$ cat config.mk
export PLATFORM = sky130hd
export DESIGN_NAME = serial_adder
export DESIGN_NICKNAME = d
export VERILOG_FILES = /design/src/rtl/serial_adder_pkg.sv /design/src/rtl/fa_cell.sv /design/src/rtl/serial_adder.sv
export SDC_FILE = /design/constraint.sdc
export NUM_CORES = 1
export LEC_CHECK = 0
export BUFFER_PORTS_ARGS = -buffer_cell sky130_fd_sc_hd__clkbuf_2
export CORE_ASPECT_RATIO = 2
export CORE_UTILIZATION = 55
export CTS_CLUSTER_DIAMETER = 80
export DETAILED_ROUTE_END_ITERATION = 8
export GPL_TIMING_DRIVEN = 0
export PLACE_DENSITY = 0.76
export SLEW_MARGIN = 10
export SYNTH_ARGS = -nofsm -noshare
export SYNTH_HDL_FRONTEND = slang
export SYNTH_SLANG_ARGS = --single-unit
export TNS_END_PERCENT = 100
$ cat constraint.sdc
create_clock -name clk -period 3.3 [get_ports clk]
set_input_delay 0.33 -clock clk [delete_from_list [all_inputs] [get_ports clk]]
set_output_delay 0.33 -clock clk [all_outputs]
set_load 0.02 [all_outputs]
$ cat src/rtl/serial_adder_pkg.sv
// Shared types and defaults for the bit-serial adder.
// State encoding and the default operand width live here.
package serial_adder_pkg;

  localparam int DEFAULT_WIDTH = 8;

  typedef enum logic [1:0] {
    IDLE = 2'd0,
    RUN  = 2'd1,
    DONE = 2'd2
  } state_t;

endpackage

$ cat src/rtl/fa_cell.sv
// One-bit combinational full adder; the only arithmetic in the serial datapath.
module fa_cell (
  input  logic x,
  input  logic y,
  input  logic ci,
  output logic s,
  output logic co
);

  assign s  = x ^ y ^ ci;
  assign co = (x & y) | (x & ci) | (y & ci);

endmodule

$ cat src/rtl/serial_adder.sv
// Bit-serial adder: LSB-first, one bit per clock, WIDTH+1 cycles start-to-done.
// Optional subtract mode (sub port, a - b) is built when SERIAL_ADDER_SUB_EN is defined.
//
// state | meaning
// IDLE  | waiting for start
// RUN   | shifting one operand bit pair through fa_cell per cycle
// DONE  | sum/cout just updated, done high; start here begins a new operation
module serial_adder
  import serial_adder_pkg::*;
#(
  parameter int WIDTH = DEFAULT_WIDTH
) (
  input  logic             clk,
  input  logic             rst,
  input  logic             start,
  input  logic [WIDTH-1:0] a,
  input  logic [WIDTH-1:0] b,
  input  logic             cin,
`ifdef SERIAL_ADDER_SUB_EN
  input  logic             sub,
`endif
  output logic             busy,
  output logic             done,
  output logic [WIDTH-1:0] sum,
  output logic             cout
);

  localparam int CW = $clog2(WIDTH);
  localparam logic [CW-1:0] LAST = CW'(WIDTH - 1);

  state_t           state;
  logic [WIDTH-1:0] a_sh;
  logic [WIDTH-1:0] b_sh;
  logic [WIDTH-1:0] acc;
  logic             carry;
  logic [CW-1:0]    cnt;
  logic             s_bit;
  logic             c_next;
  logic             sub_sel;

`ifdef SERIAL_ADDER_SUB_EN
  assign sub_sel = sub;
`else
  assign sub_sel = 1'b0;
`endif

  fa_cell u_fa (
    .x  (a_sh[0]),
    .y  (b_sh[0]),
    .ci (carry),
    .s  (s_bit),
    .co (c_next)
  );

  always_ff @(posedge clk) begin
    if (rst) begin
      state <= IDLE;
      a_sh  <= '0;
      b_sh  <= '0;
      acc   <= '0;
      carry <= 1'b0;
      cnt   <= '0;
      busy  <= 1'b0;
      done  <= 1'b0;
      sum   <= '0;
      cout  <= 1'b0;
    end else begin
      done <= 1'b0;
      case (state)
        IDLE, DONE: begin
          if (start) begin
            // Subtraction is a + ~b + 1, so invert B once here and force the carry.
            a_sh  <= a;
            b_sh  <= sub_sel ? ~b : b;
            carry <= cin | sub_sel;
            acc   <= '0;
            cnt   <= '0;
            busy  <= 1'b1;
            state <= RUN;
          end else begin
            busy  <= 1'b0;
            state <= IDLE;
          end
        end
        RUN: begin
          a_sh  <= a_sh >> 1;
          b_sh  <= b_sh >> 1;
          carry <= c_next;
          acc   <= {s_bit, acc[WIDTH-1:1]};
          cnt   <= cnt + 1'b1;
          if (cnt == LAST) begin
            sum   <= {s_bit, acc[WIDTH-1:1]};
            cout  <= c_next;
            done  <= 1'b1;
            busy  <= 1'b0;
            cnt   <= '0;
            state <= DONE;
          end
        end
        default: begin
          busy  <= 1'b0;
          state <= IDLE;
        end
      endcase
    end
  end

endmodule

=== Word-level counts from Yosys, hierarchy flattened ===
Index checks and enable logic that the tools add are counted.

* Mux-type cells: 18
* Reduce and logical (&&, ||, !) cells: 6
* Bitwise logic cells: 8
* Add/subtract/negate cells: 1
* Eq/ne operators: 5

{| class="wikitable"
|+ Operators with widths
! cell !! count
|-
| $pmux 8 s2 || 3
|-
| $mux 8 || 3
|-
| $mux 3 || 2
|-
| $pmux 3 s2 || 1
|-
| $mux 1 || 5
|-
| $ne 2x2->1 const B || 2
|-
| $pmux 1 s2 || 2
|-
| $pmux 2 s2 || 1
|-
| $reduce_and 2->1 || 2
|-
| $reduce_or 2->1 || 2
|-
| $add 3x1->3 const B || 1
|-
| $and 1x1->1 || 3
|-
| $eq 3x3->1 const B || 1
|-
| $eq 2x1->1 const B || 1
|-
| $eq 2x2->1 const B || 1
|-
| $logic_not 2->1 || 1
|-
| $mux 2 || 1
|-
| $or 1x1->1 || 2
|-
| $reduce_bool 2->1 || 1
|-
| $xor 1x1->1 || 2
|-
| $not 1->1 || 1
|}

* Output and inout bits: 11
* Bits of input ports: 20
* Bits in registers: 41
* Word-level logic and storage cells: 48

=== Longest topological paths before layout ===
Gate-level depths: netlist of run 1.

* Depth in word-level cells: 4
* Gate-level depth with buffers: 6
* Depth with buffers taken out: 5

=== Cells and area by module ===
Synthesis of run 1 repeated with hierarchy kept, for this count alone.

* Cell total of the unflattened synthesis: 195
* Area total of the unflattened synthesis: 1,609.0 um^2

{| class="wikitable"
|+ By module, submodules not included
! module !! area each (um^2) !! cells each !! times used
|-
| serial_adder || 1,589.0 || 194 || 1
|-
| fa_cell || 20.0 || 1 || 1
|}

=== Worst setup path before layout of run 1 ===
OpenSTA, ideal clock, no wires.

* Kind: flip-flop to flip-flop
* Start: reg cnt[0]
* End: reg sum[3]
* Setup slack: 1.969 ns
* Setup time: 0.071 ns
* Cell stages (with the launch flop): 7
* Data arrival time: 1.261 ns
* Path through: dfxtp_1 ha_1 ha_1 nand3b_1 clkbuf_1 nand2_1 a21oi_1

* Word-level cells in the longest chain between the ends: 2

{| class="wikitable"
|+ RTL lines
! item !! RTL line !! RTL
|-
| start: declaration || serial_adder.sv:36 || <nowiki>logic [CW-1:0] cnt;</nowiki>
|-
| start signal: assignment || serial_adder.sv:90 || <nowiki>cnt <= cnt + 1'b1;</nowiki>
|-
| $eq 3x3->1 || serial_adder.sv:91 || <nowiki>if (cnt == LAST) begin</nowiki>
|-
| $reduce_and 2->1 (no source line) || - ||
|-
| end signal: assignment || serial_adder.sv:92 || <nowiki>sum <= {s_bit, acc[WIDTH-1:1]};</nowiki>
|-
| end: declaration || serial_adder.sv:24 || <nowiki>output logic [WIDTH-1:0] sum,</nowiki>
|}

Every way passes these cells.
A chain may end at the register's enable or synchronous reset.

=== Worst setup path in the final report of run 1 ===
* Start: reg cnt[0]
* End: reg sum[7]

Same word-level chain as after synthesis.

==> reports/metrics.csv, run 1 <==
metric,value,unit
drc,0,
peakVddDrop,457,uV
wl,3.42,mm
num_rows,27,
ctsHoldBuffers,0,
dieArea,0.00316,sq mm
synthCells,195,
cts-resized-gates,0,
finish.instance_area,0.00190,sq mm
internal_power,778,uW
place.port_buffers,29,
skew,3.11,ps
die_h,78.5,um
cts_tree,done,
viasPerCell,5.59,
core,0.00277,sq mm
path_class,flop to flop,
worstSetupEndpointType,flop,
cts.clk_slew.worst_paths,80,ps
drive_gt1_share,20.7,%
finalSetupViolCount,0,
fmaxAchievable,646,MHz
cts_setup_buffers,0,
numCtsBuffers,5,
slew_viol_final,0,
finalCriticalPeriod,1550,ps
routedWlPerCell,13.1,um
worstMarginPinSlew,522,ps
ys_seq_area_share,49.7,%
ys_types,18,
fillCellCount,252,
max_cap_viol_count,0,
fin_crit_sh,46.9,%
worstPathArrival,1760,ps
dr_total_vias,1458,
p_sw_share,24.0,%
fin_tns_setup,0,ps
dr.pass1.iters,4,
grt_antenna_before_repair,0,
combPwrFrac,11.2,%
nets,254,
grt_overflow,0,
pwr-share-clk,37.8,%
rsz0062_at_grt,false,
diodes,0,
synth.avg_cell_area,8.26,sq um
syn-cell-area,0.00161,sq mm
worstPathMaxFanout,10,
hold_class,primary input to flop,
die_x,40.3,um
synth_warnings,0,
ys_ff_latch,40,
clock_path_buffers,2,
p_switching,245,uW
track_usage,24.8,%
grt_pass1_wl,5.55,mm
h-tree-depth,2,
critical_path_required,3520,ps
syn-num-nets,218,
dp_hpwl,2.57,mm
area_growth,17.9,%
insertion_delay,290,ps
cp-start-kind,flop,
first_iter_violations,38,
p_leak,0.000769,uW
ant_nets,0,
grt_max_degree,13,
powerDensity,539,mW/mm^2
grt_pass1_vias,1292,
io_pins,31,
place.gp.congestion,0.743,
outcome,"finished, final reports clean",
place_area,0.00179,sq mm
cts.sinks,40,
slew_headroom,65.2,%
seq_power_share,51.0,%
initial_core_util,58.1,%
cts-root-buf,clkbuf_8,
finalHoldViolCount,0,
-- area by class of cell --
| cell class | count | area, sq um | area share (%) |
|---|---|---|---|
| tap | 29 | 36.3 | 1.91 |
| sequential | 40 | 801 | 42.2 |
| timing repair buffer | 29 | 145 | 7.64 |
| clock buffer | 6 | 72.6 | 3.82 |
| buffer | 18 | 103 | 5.40 |
| multi-input combinational | 137 | 707 | 37.2 |
| clock inverter | 2 | 35.0 | 1.84 |
-- power groups by stage --
stage | sequential (uW) | combinational (uW) | clock (uW)
floorplan | 530 | 80.3 | 0
global placement | 531 | 109 | 0
detailed placement | 532 | 114 | 0
CTS | 521 | 114 | 394
global route | 524 | 128 | 416
finish | 522 | 115 | 387
-- logic make-up after synthesis --
kind of cell / synth area share (%)
and+or+nand+nor: 25.6
DFF: 49.7
AOI/OAI and AO/OA: 15.5
buffers and inverters: 6.37
adders and majority gates: 2.80
-- state kept, by name (all words and copies together) (netlist names), 2 cells and up --
name   count
cnt        3
b_sh       8
a_sh       8
sum        8
state      2
acc        7
-- synth_stat cells (all sizes together) --
cell / count / share of area (%)
a311oi: 15 / 8.2
fa: 1 / 1.2
ha: 2 / 1.6
dfxtp: 40 / 50
o21a: 1 / 0.47
nor4b: 1 / 0.54
nand2: 49 / 11
nor2: 19 / 4.4
a21oi: 21 / 6.5
nor2b: 2 / 0.78
nand3: 20 / 6.2
a31oi: 1 / 0.39
buf: 13 / 5.2
nand2b: 2 / 0.78
nand3b: 3 / 1.4
clkbuf: 5 / 1.2
-- metal layers --
layer	global-route usage, %	vias up	routed length, um
met4	9.67	0	52
li1	-	739	-
met1	27.2	679	1380
met5	0	-	0
met2	42.4	34	1880
met3	6.21	6	107
-- worst paths after layout --
kind	startpoint	slack (ps)	endpoint	cells after the start
setup / recovery	cnt[0]	1750	sum[7]	6
hold / removal	a[7]	270	a_sh[7]	3
setup reg to reg	cnt[0]	1750	sum[7]	6
hold reg to reg	sum[4]	450	sum[4]	2
-- metrics by stage --
| step | util (%) | setup slack [ps] | instances | total power [uW] | hold slack (ps) |
|---|---|---|---|---|---|
| floorplan | - | 1970 | 195 | 610 | 444 |
| global placement | 64.7 | 1800 | 253 | 640 | 442 |
| detailed placement | 64.7 | 1750 | 253 | 646 | 447 |
| CTS | 68.6 | 1730 | 261 | 1030 | 262 |
| global route | 68.6 | 1620 | 261 | 1070 | 262 |
| finish | 68.6 | 1750 | 261 | 1020 | 272 |
-- layout by cell type, fill, tap and decap left out --
cell	n
a21oi_1	21
a311oi_1	15
a31oi_1	1
buf_1	1
buf_2	4
buf_4	8
bufinv_16	1
clkbuf_1	6
clkbuf_2	29
clkbuf_8	5
clkinv_2	1
dfxtp_1	40
fa_1	1
ha_1	2
nand2_1	49
nand2b_1	2
nand3_1	20
nand3b_1	3
nor2_1	19
nor2b_1	2
nor4b_1	1
o21a_1	1
-- critical path, cell delays in order (launching register included) --
cell and delay [ps]:
dfxtp_1 340, ha_1 210, ha_1 230, nand3b_1 110
clkbuf_1 330, nand2_1 110, a21oi_1 140
(Power assumes the default switching activity.)
==> run 2, diff against run 1 <==
--- a/config.mk
+++ b/config.mk
@@ -5,13 +5,14 @@
 export SDC_FILE = /design/constraint.sdc
 export NUM_CORES = 1
 export LEC_CHECK = 0
+export ABC_AREA = 1
 export BUFFER_PORTS_ARGS = -buffer_cell sky130_fd_sc_hd__clkbuf_2
 export CORE_ASPECT_RATIO = 2
 export CORE_UTILIZATION = 55
 export CTS_CLUSTER_DIAMETER = 80
 export DETAILED_ROUTE_END_ITERATION = 8
 export GPL_TIMING_DRIVEN = 0
-export PLACE_DENSITY = 0.76
+export PLACE_DENSITY = 0.75
 export SLEW_MARGIN = 10
 export SYNTH_ARGS = -nofsm -noshare
 export SYNTH_HDL_FRONTEND = slang
==> constraint.sdc (replaced) <==
create_clock -name clk -period 1.45 [get_ports clk]
set_input_delay 0.145 -clock clk [delete_from_list [all_inputs] [get_ports clk]]
set_output_delay 0.145 -clock clk [all_outputs]
set_load 0.02 [all_outputs]
==> run 2 against run 1 <==
  * The flow now finishes with violations (DRC)
  * Routed wire length increased by 15%
  * Final area increased by 13%
  * Worst hold slack lost 200 ps
  * Critical path type unchanged
  * Critical endpoint is now cnt[0]
==> reports/metrics.csv, run 2 <==
metric,value,unit,change
ys_ff_latch,40,,unchanged
core,0.00323,sq mm,was 0.00277 sq mm
synth-main-ff-cell,dfxtp_1,,unchanged
nets,319,,was 254
synth_edf_count,0,,unchanged
h-tree-depth,2,,unchanged
r2r_slack,180,ps,was 1750 ps
peakVddDrop,885,uV,was 457 uV
io_pins,31,,unchanged
place_area,0.00207,sq mm,was 0.00179 sq mm
syn-num-nets,282,,was 218
met2_usage,46.6,%,was 42.4%
ctsHoldBuffers,0,,unchanged
min_from,b[4],,was a[7]
dr_total_vias,1684,,was 1458
area_growth,14.2,%,was 17.9%
ant_nets,0,,unchanged
path_class,flop to flop,,unchanged
powerDensity,1060,mW/mm^2,was 539 mW/mm^2
fillCellCount,297,,was 252
syn-cell-area,0.00188,sq mm,was 0.00161 sq mm
worstPathMaxFanout,4,,was 10
finalHoldViolCount,0,,unchanged
wl,3.93,mm,was 3.42 mm
dieArea,0.00367,sq mm,was 0.00316 sq mm
numCtsBuffers,5,,unchanged
fmaxAchievable,788,MHz,was 646 MHz
fin_crit_sh,87.5,%,was 46.9%
top_regs,"a_sh x8, b_sh x8, sum x8",,unchanged
worstSetupEndpointType,flop,,unchanged
synth_top_cell_area_share,42.6,%,was 49.7%
finalCriticalPeriod,1270,ps,was 1550 ps
synth_commonest_cells,"nand2_1, nand3_1, dfxtp_1",,"was nand2_1, dfxtp_1, a21oi_1"
synth_warnings,0,,unchanged
first_iter_violations,46,,was 38
viasPerCell,5.15,,was 5.59
ys_types,23,,was 18
slew_viol_final,0,,unchanged
dr.pass1.iters,6,,was 4
r2r_end,cnt[0],,was sum[7]
grt_max_degree,12,,was 13
die_h,84.7,um,was 78.5 um
hold_class,primary input to flop,,unchanged
synth.avg_cell_area,7.26,sq um,was 8.26 sq um
drc,4,,was 0
top_usage_layer,met2,,unchanged
cts_tree,done,,unchanged
finish.instance_area,0.00215,sq mm,was 0.00190 sq mm
cp-start-kind,flop,,unchanged
failed_checks,DRC,,
reg2reg_depth,7,,was 6
ys_seq_area_share,42.6,%,was 49.7%
hold_end,b_sh[4],,was a_sh[7]
place.port_buffers,30,,was 29
r2r-start,cnt[0],,unchanged
dp_hpwl,2.93,mm,was 2.57 mm
yosysTopAreaCell,dfxtp_1,,unchanged
fin_ws,181,ps,was 1750 ps
cts.clk_slew.worst_paths,80,ps,about the same
insertion_delay,290,ps,about the same
layout_common_cells,"nand2_1, nand3_1, dfxtp_1, clkbuf_2, inv_1",,"was nand2_1, dfxtp_1, clkbuf_2, a21oi_1, nand3_1"
cts_setup_buffers,0,,unchanged
hold_ws,71.1,ps,was 272 ps
cts-resized-gates,0,,unchanged
finalSetupViolCount,0,,unchanged
skew,8.56,ps,was 3.11 ps
critical_path_required,1680,ps,was 3520 ps
grt_pass1_vias,1668,,was 1292
fin_tns_setup,0,ps,unchanged
diodes,0,,unchanged
drive_gt1_share,19.6,%,was 20.7%
die_x,43.3,um,was 40.3 um
slew_headroom,70.0,%,was 65.2%
place.gp.congestion,0.853,,was 0.743
dp_slack,204,ps,was 1750 ps
grt_antenna_before_repair,0,,unchanged
worstMarginPinSlew,450,ps,was 522 ps
use_met1,23.5,%,was 27.2%
worstHoldPathCells,3,,unchanged
synthCells,259,,was 195
max_cap_viol_count,0,,unchanged
initial_core_util,58.2,%,was 58.1%
layout_commonest_cell,nand2_1,,unchanged
synthTopCellsByArea,"dfxtp_1, nand3_1, nand2_1",,"was dfxtp_1, nand2_1, a311oi_1"
num_rows,29,,was 27
routedWlPerCell,12.0,um,was 13.1 um
synthMostInstantiatedCell,nand2_1,,unchanged
grt_pass1_wl,6.90,mm,was 5.55 mm
rsz0062_at_grt,false,,unchanged
grt_overflow,0,,unchanged
clock_path_buffers,2,,unchanged
cts-root-buf,clkbuf_8,,unchanged
p_leak,0.00107,uW,was 0.000769 uW
met3_usage,4.52,%,was 6.21%
track_usage,24.8,%,about the same
outcome,finished with violations,,"was finished, final reports clean"
worstPathArrival,1500,ps,was 1760 ps
synthArstFlopShare,0,%,unchanged
fin_total_pwr,2280,uW,was 1020 uW
cts.sinks,40,,unchanged
## run 2: changes by cell type after synthesis, sizes merged, moves of 2 or more
cell	previous run	this run
nand2b	2	0
nand2	49	65
nor3	0	14
nor2b	2	0
nand3	20	50
clkbuf	5	2
a311oi	15	0
clkinv	0	7
inv	0	30
a21oi	21	14
## run 2: how the worst max path moves through the flow
stage | start | to | slack (ps)
after floorplan | state[0] | b_sh[0] | 360
after global placement | state[0] | a_sh[0] | 220
after detailed placement | cnt[0] | cnt[0] | 200
after CTS | cnt[0] | cnt[0] | 180
after global routing | cnt[0] | sum[5] | 50
final | cnt[0] | cnt[0] | 180
## run 2: per-stage QoR
step / utilization (%) / std cells
2_1_floorplan: - / 259
3_3_place_gp: 64.1 / 320
3_5_place_dp: 64.1 / 320
4_1_cts: 66.5 / 327
5_1_grt: 66.5 / 327
6_report: 66.5 / 327
## run 2: area by class of cell
type	count	area, sq um	share of cell area (%)
plain buffers	14	114	5.30
flip-flops and latches	40	801	37.3
clock inverters	1	5.00	0.233
repair buffers	30	150	6.99
clock buffers	6	72.6	3.38
well taps	31	38.8	1.81
inverters	37	145	6.76
multi-input cells	168	821	38.2
## run 2: cell families after synthesis
logic type | Yosys count | synth area share [%]
AO/OA/AOI/OAI | 14 | 3.73
adder cells (fa/ha/maj) | 3 | 2.40
buffers and inverters | 51 | 13.8
flip-flops | 40 | 42.6
AND/OR/NAND/NOR | 151 | 37.5
## run 2: layer usage
| layer | share of wire, % | wire, um | vias up |
|---|---|---|---|
| li1 | - | - | 887 |
| met1 | 38 | 1500 | 746 |
| met4 | 2.4 | 96 | 0 |
| met5 | 0 | 0 | - |
| met2 | 56 | 2180 | 42 |
| met3 | 3.7 | 146 | 9 |
## run 2: power by group
group          total (uW)  internal [uW]  switching, uW  leakage, uW
Sequential           1180           1160           25.1     0.000327
Combinational         388            160            228     0.000701
Clock                 704            327            376    0.0000410
## run 2: critical path, cell delays in order, from the launching register on
cell and delay [ps]:
dfxtp_1 340, ha_1 200, ha_1 240, inv_1 130
nand2_1 90, nand2_1 70, nand2_1 40, nor2_1 100
==> run 3, diff against run 2 <==
--- a/config.mk
+++ b/config.mk
@@ -7,7 +7,7 @@
 export LEC_CHECK = 0
 export ABC_AREA = 1
 export BUFFER_PORTS_ARGS = -buffer_cell sky130_fd_sc_hd__clkbuf_2
-export CORE_ASPECT_RATIO = 2
+export CAP_MARGIN = 20
 export CORE_UTILIZATION = 55
 export CTS_CLUSTER_DIAMETER = 80
 export DETAILED_ROUTE_END_ITERATION = 8
==> run 3 against run 2 <==
  * The flow now finishes without violations
  * Power decreased by 5.4%
  * Routed wire length decreased by 3.7%
  * Maximum frequency increased by 0.57%
  * Die area decreased by 0.38%
  * Critical endpoint is now sum[4]
  * Sequential power about the same
  * Via count decreased by 2.0%
  * Highest routed layer unchanged
  * Non-clock buffer count increased by 2
  * Worst setup slack improved by 7.2 ps
  * Critical path depth decreased by 1
  * Worst hold slack got worse by 61 ps
==> reports/metrics.csv, run 3 (synthesis gave the netlist of run 2 again) <==
metric,value,unit,change
peakVddDrop,729,uV,was 885 uV
grt_overflow,0,,unchanged
powerDensity,995,mW/mm^2,was 1060 mW/mm^2
wl,3.78,mm,was 3.93 mm
rsz0062_at_grt,false,,unchanged
grt_max_degree,14,,was 12
core,0.00315,sq mm,was 0.00323 sq mm
io_pins,31,,unchanged
routedWlPerCell,11.0,um,was 12.0 um
cts.clk_slew.worst_paths,120,ps,was 80 ps
cts_tree,done,,unchanged
grt_pass1_vias,1401,,was 1668
worstPathArrival,1570,ps,was 1500 ps
dp_hpwl,2.73,mm,was 2.93 mm
cp-start-kind,flop,,unchanged
slew_viol_final,0,,unchanged
fin_tns_setup,0,ps,unchanged
top_regs,"a_sh x8, b_sh x8, sum x8",,unchanged
grt_pass1_wl,6.18,mm,was 6.90 mm
cts-root-buf,clkbuf_4,,was clkbuf_8
die_x,60.5,um,was 43.3 um
worstPathMaxFanout,9,,was 4
cp-endpoint,sum[4],,was cnt[0]
slew_headroom,68.4,%,was 70.0%
dr_total_vias,1650,,was 1684
utilization,68.6,%,was 66.5%
ant_nets,0,,unchanged
diodes,0,,unchanged
clock_path_buffers,2,,unchanged
r2r_end,sum[4],,was cnt[0]
path_class,flop to flop,,unchanged
p_leak,0.00107,uW,about the same
cts.sinks,40,,unchanged
die_h,60.5,um,was 84.7 um
insertion_delay,360,ps,was 290 ps
max_cap_viol_count,0,,unchanged
r2r_slack,190,ps,was 180 ps
fmaxAchievable,793,MHz,was 788 MHz
critical_path_required,1750,ps,was 1680 ps
h-tree-depth,2,,unchanged
worstHoldPathCells,3,,unchanged
dieArea,0.00366,sq mm,was 0.00367 sq mm
finalHoldViolCount,0,,unchanged
r2r-start,cnt[1],,was cnt[0]
nets,321,,was 319
layout_commonest_cell,nand2_1,,unchanged
outcome,"finished, final reports clean",,was finished with violations
finalCriticalPeriod,1260,ps,was 1270 ps
initial_core_util,59.6,%,was 58.2%
layout_common_cells,"nand2_1, nand3_1, dfxtp_1, clkbuf_2, inv_1",,unchanged
viasPerCell,4.81,,was 5.15
place.port_buffers,30,,unchanged
worstSetupEndpointType,flop,,unchanged
track_usage,23.1,%,was 24.8%
cts-resized-gates,0,,unchanged
area_growth,15.0,%,was 14.2%
fin_crit_sh,87.0,%,was 87.5%
startpoint,cnt[1],,was cnt[0]
drive_gt1_share,19.7,%,was 19.6%
reg2reg_depth,6,,was 7
drc,0,,was 4
fin_total_pwr,2150,uW,was 2280 uW
cts_setup_buffers,0,,unchanged
skew,7.60,ps,was 8.56 ps
finalSetupViolCount,0,,unchanged
numCtsBuffers,5,,unchanged
num_rows,20,,was 29
grt_antenna_before_repair,0,,unchanged
fillCellCount,293,,was 297
first_iter_violations,80,,was 46
place.gp.congestion,0.790,,was 0.853
worstMarginPinSlew,474,ps,was 450 ps
hold_class,primary input to flop,,unchanged
dr.pass1.iters,4,,was 6
## run 3: critical path, cell delays in order (launching register included)
cell and delay (ps):
dfxtp_1 380, ha_1 180, ha_1 240, nand3_2 120, inv_2 160, nand2_1 80
nand2_1 60
## run 3: power by group
part / internal [uW] / total [uW] / switching (uW)
sequential: 1160 / 1180 / 25.4
combinational: 163 / 393 / 230
clock: 193 / 575 / 383
## run 3: worst min path at each step
stage                     from       to
final                     a[2]  a_sh[2]
after global routing       rst   acc[1]
after CTS                 a[2]  a_sh[2]
after detailed placement  a[2]  a_sh[2]
after global placement    a[1]  a_sh[1]
after floorplan            rst   acc[1]
## run 3: what timing repair did
item,4_1_cts,5_1_grt
hold endpoints to repair,1,1
hold buffers,1,1
setup endpoints to repair,0,0
## run 3: area by class of cell
class | count | area [sq um] | area share (%)
well taps | 44 | 55.1 | 2.54
clock buffers | 6 | 41.3 | 1.91
clock inverters | 2 | 16.3 | 0.752
multi-input cells | 168 | 821 | 37.9
inverters | 37 | 145 | 6.71
flip-flops and latches | 40 | 801 | 37.0
repair buffers | 32 | 170 | 7.87
plain buffers | 14 | 114 | 5.26
## run 3: stage by stage
stage          setup WS, ps  cells  hold slack, ps  instance area, sq um
2_1_floorplan           362    259             214                  1880
3_3_place_gp            225    333             375                  2090
3_5_place_dp            208    333             382                  2090
4_1_cts                 185    342            2.49                  2150
5_1_grt                53.3    343            4.03                  2160
6_report                189    343            9.66                  2160
## run 3: routing by layer
metal / routed length (um) / share of wire [%] / global-route usage, %
met5: 0 / 0 / 0
met4: 57 / 1.5 / 9.42
met3: 136 / 3.6 / 7.04
met2: 1810 / 48 / 36.9
met1: 1780 / 47 / 29.1
